[src/rtl/uart_tx_6502.sv]
// Memory-mapped 8N1 UART transmitter for the 6502 bus: an 8-entry TX FIFO feeds
// a start/data/stop serializer; STATUS, CTRL and a 16-bit baud divisor are bus visible.
module uart_tx_6502 #(
  parameter int          FIFO_AW        = 3,
  parameter logic [15:0] BAUD_DIV_RESET = 16'd107
) (
  input  logic       clk,
  input  logic       reset_,
  input  logic       cs,
  input  logic [2:0] addr,
  input  logic [7:0] din,
  output logic [7:0] dout,
  input  logic       we,
  output logic       tx,
  output logic       irq
);

  localparam int DEPTH = 2 ** FIFO_AW;
  localparam logic [FIFO_AW:0]   CNT_FULL = (FIFO_AW + 1)'(DEPTH);
  localparam logic [FIFO_AW:0]   CNT_ONE  = (FIFO_AW + 1)'(1);
  localparam logic [FIFO_AW-1:0] PTR_ONE  = FIFO_AW'(1);

  typedef enum logic [1:0] {IDLE, START, DATA, STOP} state_e;

  logic [7:0]         fifo_mem [DEPTH];
  logic [FIFO_AW-1:0] wr_ptr_q, rd_ptr_q;
  logic [FIFO_AW:0]   count_q, count_d;
  logic               overflow_q;
  logic [1:0]         ctrl_q;
  logic [15:0]        div_q;
  state_e             state_q, state_d;
  logic [15:0]        timer_q, timer_d;
  logic [2:0]         bit_idx_q, bit_idx_d;
  logic [7:0]         shift_q, shift_d;
  logic               tx_q, tx_d;
  logic               irq_q;

  logic bus_wr, push_req, push_ok, ovf_set, pop;
  logic full, empty, busy, tx_en, irq_en, timer_done, can_start;

  assign bus_wr     = cs & we;
  assign full       = (count_q == CNT_FULL);
  assign empty      = (count_q == '0);
  assign busy       = (state_q != IDLE);
  assign tx_en      = ctrl_q[0];
  assign irq_en     = ctrl_q[1];
  assign push_req   = bus_wr && (addr == 3'd0);
  // A push into a full FIFO is dropped even if the serializer pops on the same edge.
  assign push_ok    = push_req && !full;
  assign ovf_set    = push_req && full;
  assign timer_done = (timer_q == 16'd0);
  assign can_start  = tx_en && !empty;

  always_comb begin
    count_d = count_q;
    unique case ({push_ok, pop})
      2'b10:   count_d = count_q + CNT_ONE;
      2'b01:   count_d = count_q - CNT_ONE;
      default: count_d = count_q;
    endcase
  end

  always_comb begin
    state_d   = state_q;
    timer_d   = timer_q;
    bit_idx_d = bit_idx_q;
    shift_d   = shift_q;
    tx_d      = tx_q;
    pop       = 1'b0;
    case (state_q)
      IDLE: begin
        tx_d = 1'b1;
        if (can_start) begin
          pop     = 1'b1;
          shift_d = fifo_mem[rd_ptr_q];
          state_d = START;
          tx_d    = 1'b0;
          timer_d = div_q;
        end
      end
      START: begin
        if (timer_done) begin
          state_d   = DATA;
          bit_idx_d = 3'd0;
          tx_d      = shift_q[0];
          timer_d   = div_q;
        end else begin
          timer_d = timer_q - 16'd1;
        end
      end
      DATA: begin
        if (timer_done) begin
          timer_d = div_q;
          if (bit_idx_q == 3'd7) begin
            state_d = STOP;
            tx_d    = 1'b1;
          end else begin
            shift_d   = shift_q >> 1;
            tx_d      = shift_q[1];
            bit_idx_d = bit_idx_q + 3'd1;
          end
        end else begin
          timer_d = timer_q - 16'd1;
        end
      end
      STOP: begin
        if (timer_done) begin
          // Chain straight into the next start bit so queued bytes go out gap-free.
          if (can_start) begin
            pop     = 1'b1;
            shift_d = fifo_mem[rd_ptr_q];
            state_d = START;
            tx_d    = 1'b0;
            timer_d = div_q;
          end else begin
            state_d = IDLE;
          end
        end else begin
          timer_d = timer_q - 16'd1;
        end
      end
      default: state_d = IDLE;
    endcase
  end

  always_ff @(posedge clk) begin
    if (!reset_) begin
      wr_ptr_q   <= '0;
      rd_ptr_q   <= '0;
      count_q    <= '0;
      overflow_q <= 1'b0;
      ctrl_q     <= 2'b00;
      div_q      <= BAUD_DIV_RESET;
      state_q    <= IDLE;
      timer_q    <= 16'd0;
      bit_idx_q  <= 3'd0;
      shift_q    <= 8'h00;
      tx_q       <= 1'b1;
      irq_q      <= 1'b0;
    end else begin
      if (push_ok) wr_ptr_q <= wr_ptr_q + PTR_ONE;
      if (pop)     rd_ptr_q <= rd_ptr_q + PTR_ONE;
      count_q <= count_d;
      if (ovf_set)                                   overflow_q <= 1'b1;
      else if (bus_wr && addr == 3'd1 && din[3])     overflow_q <= 1'b0;
      if (bus_wr && addr == 3'd2) ctrl_q       <= din[1:0];
      if (bus_wr && addr == 3'd3) div_q[7:0]   <= din;
      if (bus_wr && addr == 3'd4) div_q[15:8]  <= din;
      state_q   <= state_d;
      timer_q   <= timer_d;
      bit_idx_q <= bit_idx_d;
      shift_q   <= shift_d;
      tx_q      <= tx_d;
      irq_q     <= irq_en && empty && !busy;
    end
  end

  always_ff @(posedge clk) begin
    if (push_ok) fifo_mem[wr_ptr_q] <= din;
  end

  always_comb begin
    dout = 8'h00;
    case (addr)
      3'd1:    dout = {4'b0000, overflow_q, busy, empty, full};
      3'd2:    dout = {6'b000000, ctrl_q};
      3'd3:    dout = div_q[7:0];
      3'd4:    dout = div_q[15:8];
      default: dout = 8'h00;
    endcase
  end

  assign tx  = tx_q;
  assign irq = irq_q;

endmodule

[config.mk]
export PLATFORM = sky130hd
export DESIGN_NAME = uart_tx_6502
export DESIGN_NICKNAME = d
export VERILOG_FILES = /design/src/rtl/uart_tx_6502.sv
export SDC_FILE = /design/constraint.sdc
export NUM_CORES = 1
export LEC_CHECK = 0
export BUFFER_PORTS_ARGS = -buffer_cell sky130_fd_sc_hd__buf_4
export CAP_MARGIN = 10
export CORE_UTILIZATION = 43
export DETAILED_ROUTE_END_ITERATION = 12
export PLACE_DENSITY = 0.68
export SLEW_MARGIN = 20
export SYNTH_ARGS = -nofsm -noshare
export SYNTH_HDL_FRONTEND = slang
export SYNTH_SLANG_ARGS = --single-unit
export TNS_END_PERCENT = 30
[constraint.sdc]
create_clock -name clk -period 4.5 [get_ports clk]
set_input_delay 0.9 -clock clk [delete_from_list [all_inputs] [get_ports clk]]
set_output_delay 0.9 -clock clk [all_outputs]
set_load 0.03 [all_outputs]
==> impl_metrics.toml <==
[worst_setup_path]
worstReg2RegStart = "timer_q[0]"
cp_max_fo = 9
slowest_delay_ns = 0.48
slowest_stage = "nor3_2"
worstSetupPathType = "flop to flop"
path_cells = "inv_1 -> ha_1 -> nor4b_1 -> and4_1 -> a21oi_1 -> nor3_2 -> ha_1 -> xor2_1 -> ha_1 -> a21oi_1 -> xor2_1 -> or3_1 -> a21oi_1"
worstSetupEndpointType = "flop"
worst_setup_path_start_kind = "flop"
regToRegEndpoint = "count_q[2]"
reg2regPathDepth = 13
regToRegSetupSlack_ns = 0.74
critical_path_required_ns = 4.85
cp.arrival_ns = 4.11

[timing]
drv_slew = 0
fmax_ghz = 0.266
rsz0062_at_grt = "false"
timing.slew.headroom_pct = 33.3
worst_slew_pin_slew_ns = 0.997
hold_ws_ns = 0.456
period_needed_ns = 3.76
setup_viol = 0
fin_setup_tns_ns = 0
fin_crit_sh_pct = 83.6
skew_ns = 0.00621
setup_ws_ns = 0.740
hold_viol = 0

[pwr]
power_density_nw_per_um2 = 373
leakagePower_nw = 2.58
power.share.sequential_pct = 46.3
p_clk_share_pct = 50.5
combPwrFrac_pct = 3.2
ir_drop_mv = 0.282
power_mw = 2.64
internal_power_mw = 2.09
p_switching_mw = 0.557
sw_frac_of_total_pct = 21.1

[synth]
yosys.area.top_type = "edfxtp_1"
synth_cells = 553
yosysWarnings = 0
dominantRegCellSynth = "edfxtp_1"
yosysTopAreaCellShare_pct = 31.0
netlist_area_sq_um = 6200
syn-num-nets = 581
async_flop_share_pct = 0
avgSynthCellArea_sq_um = 11.2
ys_ff_latch = 127
ys_types = 70
synth_edf_count = 64
synth-seq-area-share_pct = 51.3
yosys-top-cells-area = "edfxtp_1, dfxtp_1, mux2i_1"

[die]
die_area_sq_um = 14900
die_x_um = 122
num_rows = 43
ios = 25
core_area_sq_um = 14000
die_h_um = 122
start_util_pct = 44.4

[clock_tree]
insertion_delay_ns = 0.42
cts.sinks = 127
numCtsBuffers = 17
htree_levels = 4
holdBufCountCts = 0
clock_path_buffers = 2
cts_tree = "done"
root_buffer = "clkbuf_16"
path_clk_slew_ns = 0.05
postCtsSetupBuffers = 0
cts_resized = 0

[route]
avgRoutedWirePerCell_um = 18.7
via_per_inst = 5.98
initialDrtViolationCount = 296
drc = 0
first_pass_iters = 5
vias = 4541
wl_um = 14200
final_antenna_net_count = 0

[min_path]
min-delay-start = "shift_q[2]"
hold_depth = 2
hp-class = "flop to flop"
hold_path_end = "shift_q[2]"

[global_route]
grt_pass1_vias = 4449
gr-usage-all-layers_pct = 20.6
grt_pass1_wl_um = 22900
antenna_found_initial = 0
grt_max_degree = 35
grt_overflow_total = 0

[cells_and_area]
drive_above_1_share_pct = 17.6
stdcell_area_sq_um = 7080
diodes = 0
area_growth_pct = 14.1
finalNonFillerCells = 760
fin_nets = 596
fin_util_pct = 50.6
fill_cells = 1199

[placement]
dpl-instance-area_sq_um = 6500
dp_cells = 729
numPortBuffers = 24
dp_hpwl_um = 9550
place_congestion = 0.829
pre_cts_ws_ns = 0.703

[flow_run]
maxCapViolations = 0

[outcome]
status = "finished clean"
[final cells by class]
class / count / area, sq um / share of cell area [%]
clock buffer: 21 / 460 / 6.50
clock inverter: 10 / 114 / 1.61
tap: 180 / 225 / 3.18
timing repair buffer: 31 / 233 / 3.29
sequential: 127 / 3180 / 45.0
inverter: 11 / 41.3 / 0.583
multi-input combinational: 380 / 2820 / 39.9
[power by group through the flow]
stage | clock, mW | sequential, mW | combinational [mW]
CTS | 1.35 | 1.22 | 0.0848
detailed placement | 0 | 1.25 | 0.0845
floorplan | 0 | 1.25 | 0.0474
global placement | 0 | 1.25 | 0.0815
finish | 1.33 | 1.22 | 0.0855
global route | 1.40 | 1.22 | 0.0920
[critical path, delay by kind of cell, from the launching register on]
family / cells / cell delay, ns
DFF: 1 / 0.34
and+or+nand+nor: 4 / 1.67
buffers and inverters: 1 / 0.11
AOI/OAI and AO/OA: 3 / 0.37
xor gates and xnor gates: 2 / 0.41
adders and majority gates: 3 / 0.79
[synth_stat cells (3+ instances only)]
| master | instances |
|---|---|
| a211o_1 | 7 |
| a21oi_1 | 23 |
| a21oi_2 | 6 |
| a221o_1 | 9 |
| a22o_1 | 6 |
| a31oi_1 | 3 |
| and3_1 | 4 |
| buf_2 | 7 |
| buf_4 | 3 |
| clkbuf_1 | 20 |
| dfxtp_1 | 63 |
| edfxtp_1 | 64 |
| ha_1 | 13 |
| inv_1 | 10 |
| mux2_2 | 4 |
| mux2i_1 | 32 |
| mux4_2 | 14 |
| nand2_1 | 67 |
| nand2b_1 | 13 |
| nand3_1 | 3 |
| nor2_1 | 39 |
| nor2b_1 | 8 |
| nor3_1 | 13 |
| nor3_2 | 3 |
| nor4_1 | 8 |
| o2111ai_1 | 7 |
| o21ai_0 | 16 |
| o22ai_1 | 5 |
| o31ai_1 | 9 |
| or3_1 | 6 |
| or4_4 | 3 |
| xnor2_1 | 4 |
| xor2_1 | 11 |
[routing by layer]
layer / track usage [%] / vias up / wire, um
met1: 26.4 / 2264 / 6490
met3: 5.57 / 27 / 715
met2: 32.8 / 125 / 6680
met5: 0 / - / 0
li1: - / 2125 / -
met4: 8.99 / 0 / 322
[placed cells by master, fill, tap and decap left out, types with 5 or more instances in the layout]
master / netlist / final
inv_1: 10 / 10
mux4_2: 14 / 14
nand2b_1: 13 / 13
o22ai_1: 5 / 5
nand2_1: 67 / 67
xor2_1: 11 / 11
nor4_1: 8 / 8
o2111ai_1: 7 / 7
a22o_1: 6 / 6
ha_1: 13 / 13
mux2i_1: 32 / 32
nor3_1: 13 / 12
buf_4: 3 / 31
nor2b_1: 8 / 8
dfxtp_1: 63 / 62
or3_1: 6 / 6
edfxtp_1: 64 / 64
o31ai_1: 9 / 9
a211o_1: 7 / 7
clkbuf_16: 0 / 17
a21oi_2: 6 / 6
o21ai_0: 16 / 16
a21oi_1: 23 / 23
a221o_1: 9 / 9
nor2_1: 39 / 39
[worst max-delay path by stage]
stage                from          to  slack, ns  depth (start not counted)
6_report       timer_q[0]  count_q[2]       0.74                         13
3_5_place_dp      addr[0]  count_q[2]       0.70                         11
3_3_place_gp      addr[0]  count_q[2]       0.92                         11
2_1_floorplan     addr[0]  count_q[2]       1.13                         11
4_1_cts        timer_q[0]  count_q[2]       0.85                         13
5_1_grt        timer_q[0]  count_q[2]       0.51                         13
[sequential cells by signal (all words and copies together) (netlist names), named ones only]
| name | flops |
|---|---|
| fifo_mem | 64 |
| rd_ptr_q | 3 |
| ctrl_q | 2 |
| wr_ptr_q | 3 |
| shift_q | 8 |
| timer_q | 16 |
| state_q | 2 |
| bit_idx_q | 3 |
| overflow_q | 1 |
| count_q | 4 |
| div_q | 16 |
| tx | 1 |
| irq | 1 |
[kinds of logic after synthesis]
family / after synthesis / synth area share [%]
buf+inv: 46 / 3.47
compound gates: 117 / 14.3
fa+ha+maj: 13 / 2.62
flops: 127 / 51.3
simple gates: 185 / 15.2
mux: 50 / 11.0
xor+xnor: 15 / 2.12
Note: power is estimated with default switching activity, not from simulation.
